File: config.mk
export PLATFORM = sky130hd
export DESIGN_NAME = uart_pkt_parser
export DESIGN_NICKNAME = d
export VERILOG_FILES = /design/src/rtl/uart_pkt_parser.sv
export SDC_FILE = /design/constraint.sdc
export NUM_CORES = 1
export LEC_CHECK = 0
export CORE_ASPECT_RATIO = 0.7
export CORE_UTILIZATION = 49
export DETAILED_ROUTE_END_ITERATION = 8
export GPL_ROUTABILITY_DRIVEN = 0
export PLACE_DENSITY = 0.75
export SYNTH_ARGS = -nofsm -noshare
export SYNTH_HDL_FRONTEND = slang
export SYNTH_SLANG_ARGS = --single-unit
File: constraint.sdc
create_clock -name clk_i -period 2.16 [get_ports clk_i]
set_clock_uncertainty 0.15 [all_clocks]
set_input_delay 0.324 -clock clk_i [delete_from_list [all_inputs] [get_ports clk_i]]
set_output_delay 0.324 -clock clk_i [all_outputs]
set_load 0.01 [all_outputs]
File: src/rtl/uart_pkt_parser.sv
`default_nettype none
`timescale 1ns/1ps
// ============================================================================
//  Module      : uart_pkt_parser
//  Description : Byte-level packet parser between the UART receiver stream
//                and the ALU command datapath. Consumes a 4-byte header
//                (opcode, reserved, len LSB, len MSB; len counts the whole
//                packet), forwards the len-4 payload bytes on a registered
//                AXI-stream output with tlast, and publishes opcode/length
//                as sideband. Bad opcodes / lengths are flagged and dropped.
//  Ports       : clk_i, reset_i        clock, async active-high reset
//                s_axis_*              byte input from UART receiver
//                m_axis_*              payload byte output (one-entry reg)
//                opcode_o, length_o    sideband of the current packet
//                cmd_start_o           pulse: valid header completed
//                err_o                 pulse: bad opcode or length
//  Revision    : 1.0  initial release
// ============================================================================
module uart_pkt_parser #(
  parameter logic [7:0] OpEcho = 8'hEC,
  parameter logic [7:0] OpAdd  = 8'hAD,
  parameter logic [7:0] OpMul  = 8'h88,
  parameter logic [7:0] OpDiv  = 8'h99
) (
  input  logic        clk_i,
  input  logic        reset_i,
  input  logic [7:0]  s_axis_tdata,
  input  logic        s_axis_tvalid,
  output logic        s_axis_tready,
  output logic [7:0]  m_axis_tdata,
  output logic        m_axis_tvalid,
  input  logic        m_axis_tready,
  output logic        m_axis_tlast,
  output logic [7:0]  opcode_o,
  output logic [15:0] length_o,
  output logic        cmd_start_o,
  output logic        err_o
);

  typedef enum logic [2:0] {
    S_OPCODE  = 3'd0,
    S_RSV     = 3'd1,
    S_LEN_LO  = 3'd2,
    S_LEN_HI  = 3'd3,
    S_PAYLOAD = 3'd4,
    S_DROP    = 3'd5
  } state_t;

  state_t      state_q, state_d;
  logic [7:0]  hdr_op_q, hdr_op_d;     // opcode of the header being parsed
  logic [7:0]  len_lo_q, len_lo_d;
  logic [15:0] cnt_q, cnt_d;           // bytes remaining after the current one
  logic [7:0]  tdata_q, tdata_d;
  logic        tvalid_q, tvalid_d;
  logic        tlast_q, tlast_d;
  logic [7:0]  opcode_q, opcode_d;     // published sideband
  logic [15:0] length_q, length_d;
  logic        cmd_start_q, cmd_start_d;
  logic        err_q, err_d;

  logic        s_xfer;
  logic [15:0] hdr_len;
  logic        op_ok;

  // Only the payload state can stall: the single output register must be
  // empty or draining this cycle before a new byte can be loaded.
  always_comb begin
    s_axis_tready = 1'b1;
    if (state_q == S_PAYLOAD) begin
      s_axis_tready = !tvalid_q || m_axis_tready;
    end
  end

  assign s_xfer  = s_axis_tvalid && s_axis_tready;
  assign hdr_len = {s_axis_tdata, len_lo_q};
  assign op_ok   = (hdr_op_q == OpEcho) || (hdr_op_q == OpAdd) ||
                   (hdr_op_q == OpMul)  || (hdr_op_q == OpDiv);

  always_comb begin
    state_d     = state_q;
    hdr_op_d    = hdr_op_q;
    len_lo_d    = len_lo_q;
    cnt_d       = cnt_q;
    tdata_d     = tdata_q;
    tvalid_d    = tvalid_q;
    tlast_d     = tlast_q;
    opcode_d    = opcode_q;
    length_d    = length_q;
    cmd_start_d = 1'b0;
    err_d       = 1'b0;

    // The output register drains independently of the parser state, so a
    // final payload byte may still complete while the next header is parsed.
    if (tvalid_q && m_axis_tready) begin
      tvalid_d = 1'b0;
    end

    case (state_q)
      S_OPCODE: begin
        if (s_xfer) begin
          hdr_op_d = s_axis_tdata;
          state_d  = S_RSV;
        end
      end
      S_RSV: begin
        if (s_xfer) begin
          state_d = S_LEN_LO;
        end
      end
      S_LEN_LO: begin
        if (s_xfer) begin
          len_lo_d = s_axis_tdata;
          state_d  = S_LEN_HI;
        end
      end
      S_LEN_HI: begin
        if (s_xfer) begin
          // Counter holds "bytes left after this one", hence len-5.
          cnt_d = (hdr_len > 16'd4) ? (hdr_len - 16'd5) : 16'd0;
          if (op_ok && (hdr_len >= 16'd4)) begin
            cmd_start_d = 1'b1;
            opcode_d    = hdr_op_q;
            length_d    = hdr_len;
            state_d     = (hdr_len == 16'd4) ? S_OPCODE : S_PAYLOAD;
          end else begin
            err_d   = 1'b1;
            state_d = (hdr_len > 16'd4) ? S_DROP : S_OPCODE;
          end
        end
      end
      S_PAYLOAD: begin
        if (s_xfer) begin
          tdata_d  = s_axis_tdata;
          tvalid_d = 1'b1;
          tlast_d  = (cnt_q == 16'd0);
          if (cnt_q == 16'd0) begin
            state_d = S_OPCODE;
          end else begin
            cnt_d = cnt_q - 16'd1;
          end
        end
      end
      S_DROP: begin
        if (s_xfer) begin
          if (cnt_q == 16'd0) begin
            state_d = S_OPCODE;
          end else begin
            cnt_d = cnt_q - 16'd1;
          end
        end
      end
      default: begin
        state_d = S_OPCODE;
      end
    endcase
  end

  always_ff @(posedge clk_i or posedge reset_i) begin
    if (reset_i) begin
      state_q     <= S_OPCODE;
      hdr_op_q    <= 8'd0;
      len_lo_q    <= 8'd0;
      cnt_q       <= 16'd0;
      tdata_q     <= 8'd0;
      tvalid_q    <= 1'b0;
      tlast_q     <= 1'b0;
      opcode_q    <= 8'd0;
      length_q    <= 16'd0;
      cmd_start_q <= 1'b0;
      err_q       <= 1'b0;
    end else begin
      state_q     <= state_d;
      hdr_op_q    <= hdr_op_d;
      len_lo_q    <= len_lo_d;
      cnt_q       <= cnt_d;
      tdata_q     <= tdata_d;
      tvalid_q    <= tvalid_d;
      tlast_q     <= tlast_d;
      opcode_q    <= opcode_d;
      length_q    <= length_d;
      cmd_start_q <= cmd_start_d;
      err_q       <= err_d;
    end
  end

  assign m_axis_tdata  = tdata_q;
  assign m_axis_tvalid = tvalid_q;
  assign m_axis_tlast  = tlast_q;
  assign opcode_o      = opcode_q;
  assign length_o      = length_q;
  assign cmd_start_o   = cmd_start_q;
  assign err_o         = err_q;

endmodule
`default_nettype wire

# --- Word level (Yosys, flattened, before mapping) ---
# Index checks and enable logic that the tools add are counted.
word_totals:
  reg_bits: 71
  latchBits: 0
  ramBits: 0
  mem_bits_ro: 0
  in_bits: 12
  output_inout_bits: 37
  n_memories: 0
classes:
  add_sub_neg: 2
  n_mul: 0
  div: 0
  n_lt_le_gt_ge: 2
  n_eq_ne: 17
  n_shift: 0
  n_mux: 25
  bitwise: 0
  reduce_logical: 18
ops:
  columns: ["cell", "n"]
  rows:
  - ["$mux W16", 4]
  - ["$eq A8 B8 Y1 const B", 4]
  - ["$pmux W16 S2", 1]
  - ["$mux W3", 9]
  - ["$eq A16 B3 Y1 const B", 1]
  - ["$ge A16 B3 Y1 const B", 1]
  - ["$gt A16 B3 Y1 const B", 1]
  - ["$logic_not A16 Y1", 1]
  - ["$sub A16 B1 Y16 const B", 1]
  - ["$sub A16 B3 Y16 const B", 1]
  - ["$pmux W3 S5", 1]
  - ["$mux W1", 10]
  - ["$ne A2 B2 Y1 const B", 5]
  - ["$eq A3 B2 Y1 const B", 2]
  - ["$eq A3 B3 Y1 const B", 2]
  - ["$reduce_and A2 Y1", 3]
  - ["$reduce_and A6 Y1", 1]
  - ["$logic_or A1 B1 Y1", 4]
  - ["$ne A2 B1 Y1 const B", 2]
  - ["$reduce_and A4 Y1", 1]
  - ["$eq A3 B1 Y1 const B", 1]
  - ["$logic_and A1 B1 Y1", 3]
  - ["$logic_not A3 Y1", 1]
  - ["$reduce_and A3 Y1", 1]
  - ["other kinds (3)", 3]

# --- Longest topological paths before layout ---
depth:
  word_depth: 8
  mapped_depth: 8
  ltp_nobuf: 7

# --- Least setup slack after synthesis ---
# Ideal clock, no wire load.
synth_timing:
  kind: "reg2reg"
  start: "register hdr_op_q[0]"
  end: "register length_q[12] (netlist: length_o[12])"
  setup_time_ns: 0.128
  arrival_ns: 1.900
  path_slack_ns: -0.018
  path_stages_with_launch: 7
  n_path_buf: 1
  path_cell_list: "dfrtp_1 -> or2_1 -> a2111oi_2 -> o22ai_1 -> nor3_4 -> buf_4 -> mux2_1"
synth_via:
  elab_chain_len: 6
  word_cells_on_any_way: 9
synth_rtl:
  columns: ["element", "line", "rtl"]
  rows:
  - ["start: declaration", "50", "logic [7:0] hdr_op_q, hdr_op_d;"]
  - ["start signal: assignment", "173", "hdr_op_q <= hdr_op_d;"]
  - ["$eq A8 B8 Y1", "76", "assign op_ok = (hdr_op_q == OpEcho) || (hdr_op_q == OpAdd) ||"]
  - ["$logic_or A1 B1 Y1 (2 in a row)", "76", null]
  - ["$logic_or A1 B1 Y1 (*)", "77", "(hdr_op_q == OpMul) || (hdr_op_q == OpDiv);"]
  - ["$logic_and A1 B1 Y1 (*)", "120", "if (op_ok && (hdr_len >= 16'd4)) begin"]
  - ["$reduce_and A3 Y1 (no line) (*)", null, null]
  - ["end signal: assignment", "180", "length_q <= length_d;"]
  - ["end: declaration", "57", "logic [15:0] length_q, length_d;"]
# Every way passes the cells marked *; elsewhere a longest branch is shown, timed or not.
# A chain may end at the register's enable or synchronous reset.

# --- Worst setup path after layout ---
layout_timing:
  start: "register hdr_op_q[4]"
  end: "register length_q[11] (netlist: length_o[11])"
# The elaborated chain is that of the path after synthesis.

==> results.yml <==
final_layout:
  drive_gt1_share_pct: 31.7
  diodes: 0
  utilization_pct: 72.3
  n_fill_cell: 484
  layoutNonFillerInstCount: 535
  nets: 452
  areaGrowthSynthToFinish_pct: 40.2
clock_tree:
  path_clk_slew_ns: 0.08
  cts_root_buffer: "clkbuf_8"
  tritoncts: "done"
  clk_path_buf_depth: 2
  insertion_delay_ns: 0.35
  htree_levels: 3
  hold_buffers: 0
  cts.sinks: 71
  cts_made_buffers: 9
timing:
  rsz0062_at_grt: "true"
  setup_ws_ns: -0.0184
  slew_headroom_pct: 71.4
  period_needed_ns: 2.18
  timing.final.crit_share_pct: 101
  report.final.hold_viol_count: 0
  fmax_ghz: 0.459
  finalSetupViolCount: 8
  worst_pin_slew_ns: 0.427
  slew_viol_final: 0
logic_synthesis:
  syn_area_sq_um: 3550
  synth_area_leaders: "dfrtp_1, mux2_2, mux2_1"
  synth_ff_type: "dfrtp_1"
  synth_warnings: 0
  synth_most_common_cell: "dfrtp_1"
  netlist.area_leader.share_pct: 50.0
  synth_cell_types: 54
  synth-seq-cells: 71
  synth_area_leader_cell: "dfrtp_1"
  synth_common_cells: "dfrtp_1, o21ai_0, mux2_2, nand2_1, nor2_1"
  synth_enable_flop_cells: 0
  avgSynthCellArea_sq_um: 11.0
  synthArstFlopShare_pct: 100
  syn_inst: 324
  ys_seq_area_share_pct: 50.0
  synth_fp_nets: 339
status:
  status: "finished with violations"
  violations: "setup timing"
setup_path:
  worstReg2RegEnd: "length_o[11]$_DFFE_PP0P_"
  crit_type: "reg2reg"
  worstSetupEndpoint: "length_o[11]$_DFFE_PP0P_"
  cp-end-kind: "flip-flop"
  worstPathRequired_ns: 2.25
  start_kind: "flip-flop"
  cp_max_fo: 6
  r2r-start: "hdr_op_q[4]$_DFFE_PP0P_"
  cp.arrival_ns: 2.27
  critPathLaunch: "hdr_op_q[4]$_DFFE_PP0P_"
  reg2regPathDepth: 6
  r2r_slack_ns: -0.02
placed_design:
  dp_cells: 507
  dp_hpwl_microns: 6700
  io_buffers: 48
floorplan:
  die_h_microns: 73.2
  core_sq_um: 6880
  io_pins: 49
  num_rows: 25
  die_area_sq_um: 7600
  die_w_microns: 104
  initial_core_util_pct: 51.6
global_route:
  grt-ovfl-total: 0
  grt_pass1_wl_microns: 15600
  first_global_vias: 3050
  grtUsageTotal_pct: 27.3
  antenna_found_initial: 0
  grt_max_degree: 41
drt:
  firstDrtPassIters: 4
  drt_iter0_drc: 233
  top_layer_used: "met4"
  wl_microns: 9750
  ant_nets: 0
  wirelength_met1_microns: 4440
  num_vias: 3049
  wl_per_cell_microns: 18.2
  viasPerCell: 5.70
  met3_length_microns: 756
  wl_met2_microns: 4410
  drc: 0
power:
  ir_drop_v: 0.000758
  p_per_area_nw_per_um2: 1240
  switching_share_pct: 36.5
  p_sw_w: 0.00226
  p_comb_share_pct: 45.5
  intPower_w: 0.00392
  power_leakage_nw: 2.22
  power_frac_clock_pct: 20.6
  pwr-share-seq_pct: 33.9
hold_path:
  hold_path_class: "in2async"
job:
  max_cap_viol_count: 0
## logic make-up after synthesis
logic type	synth area share (%)
AOI/OAI and AO/OA	13.1
DFF	50.0
xor gates and xnor gates	2.96
muxes	14.0
adders and majority gates	1.06
buffers and inverters	2.85
and+or+nand+nor	16.1
## layer usage
| layer | vias up | GRT usage, % |
|---|---|---|
| li1 | 1418 | - |
| met2 | 118 | 42.2 |
| met5 | - | 0 |
| met1 | 1494 | 37.4 |
| met3 | 19 | 7.68 |
| met4 | 0 | 9.05 |
## layout make-up
| type | count | area, sq um | area share [%] |
|---|---|---|---|
| Multi-Input combinational cell | 230 | 1770 | 35.5 |
| Inverter | 7 | 30.0 | 0.603 |
| Clock inverter | 5 | 108 | 2.16 |
| Sequential cell | 71 | 1780 | 35.7 |
| Clock buffer | 10 | 128 | 2.56 |
| Timing Repair Buffer | 118 | 1050 | 21.1 |
| Tap cell | 94 | 118 | 2.36 |
## registers in the layout, summed over array words and instances, names as in the netlist
| name | count |
|---|---|
| opcode_o | 8 |
| err_o | 1 |
| state_q | 3 |
| m_axis_tdata | 8 |
| length_o | 16 |
| m_axis_tvalid | 1 |
| len_lo_q | 8 |
| hdr_op_q | 8 |
| cmd_start_o | 1 |
| cnt_q | 16 |
| m_axis_tlast | 1 |
## layout by cell type, fill, tap and decap left out, types with 4 or more instances in the layout
| cell type | netlist | routed |
|---|---|---|
| nor4_1 | 6 | 6 |
| or3_1 | 5 | 4 |
| inv_1 | 7 | 4 |
| buf_4 | 2 | 66 |
| clkdlybuf4s50_1 | 0 | 46 |
| a31oi_1 | 4 | 4 |
| nand2_1 | 18 | 18 |
| o21ai_0 | 30 | 25 |
| mux2_2 | 27 | 27 |
| dfrtp_1 | 71 | 71 |
| xor2_1 | 5 | 5 |
| a21oi_1 | 11 | 11 |
| nand4_1 | 6 | 6 |
| nor3_1 | 8 | 8 |
| nor2_1 | 18 | 17 |
| clkbuf_8 | 0 | 9 |
| mux2_1 | 17 | 17 |
| nand2b_1 | 5 | 5 |
| xnor2_1 | 7 | 7 |
| nor2b_1 | 7 | 7 |
| o21ai_1 | 2 | 7 |
## worst min path at each step
stage,from,to,slack (ns),cells past startpoint
CTS,reset_i,opcode_o[1]$_DFFE_PP0P_,0.17,2
detailed placement,opcode_o[7]$_DFFE_PP0P_,opcode_o[7]$_DFFE_PP0P_,0.31,1
global route,reset_i,length_o[0]$_DFFE_PP0P_,0.19,2
finish,reset_i,length_o[0]$_DFFE_PP0P_,0.17,2
global placement,opcode_o[3]$_DFFE_PP0P_,opcode_o[3]$_DFFE_PP0P_,0.30,1
floorplan,s_axis_tdata[1],len_lo_q[1]$_DFFE_PP0P_,0.29,2
## timing repair
action / in CTS / in global routing
setup endpoints to repair: 39 / 42
pin swaps: 5 / 1
cloned: 1 / 0
hold endpoints to repair: 0 / 0
resized for setup: 6 / 24
buffers inserted: 8 / 4
## power by group through the flow
stage	clock network, W	registers, W	logic (W)
floorplan	0	0.00208	0.00142
global placement	0	0.00205	0.00246
detailed placement	0	0.00208	0.00252
CTS	0.00129	0.00207	0.00264
global route	0.00135	0.00215	0.00307
finish	0.00127	0.00209	0.00281
## through the flow
step / instance area [sq um] / hold slack, ns / TNS, ns / total power [W] / worst slack, ns
floorplan: 3570 / 0.291 / 0 / 0.00350 / 0.00722
global placement: 4530 / 0.304 / -17.33 / 0.00451 / -0.605
detailed placement: 4530 / 0.308 / -18.94 / 0.00460 / -0.656
CTS: 4890 / 0.169 / 0 / 0.00600 / 0.00341
global route: 4980 / 0.193 / -2.15 / 0.00656 / -0.129
finish: 4980 / 0.167 / -0.0785 / 0.00618 / -0.0184
## worst max-delay path, stage by stage, from the launching register on
cell       delay [ns]
dfrtp_1          0.41
or2_1            0.25
a2111oi_4        0.31
o22ai_2          0.20
nor3_4           0.21
buf_4            0.19
mux2_1           0.33
Power figures use the tool's default switching activity.
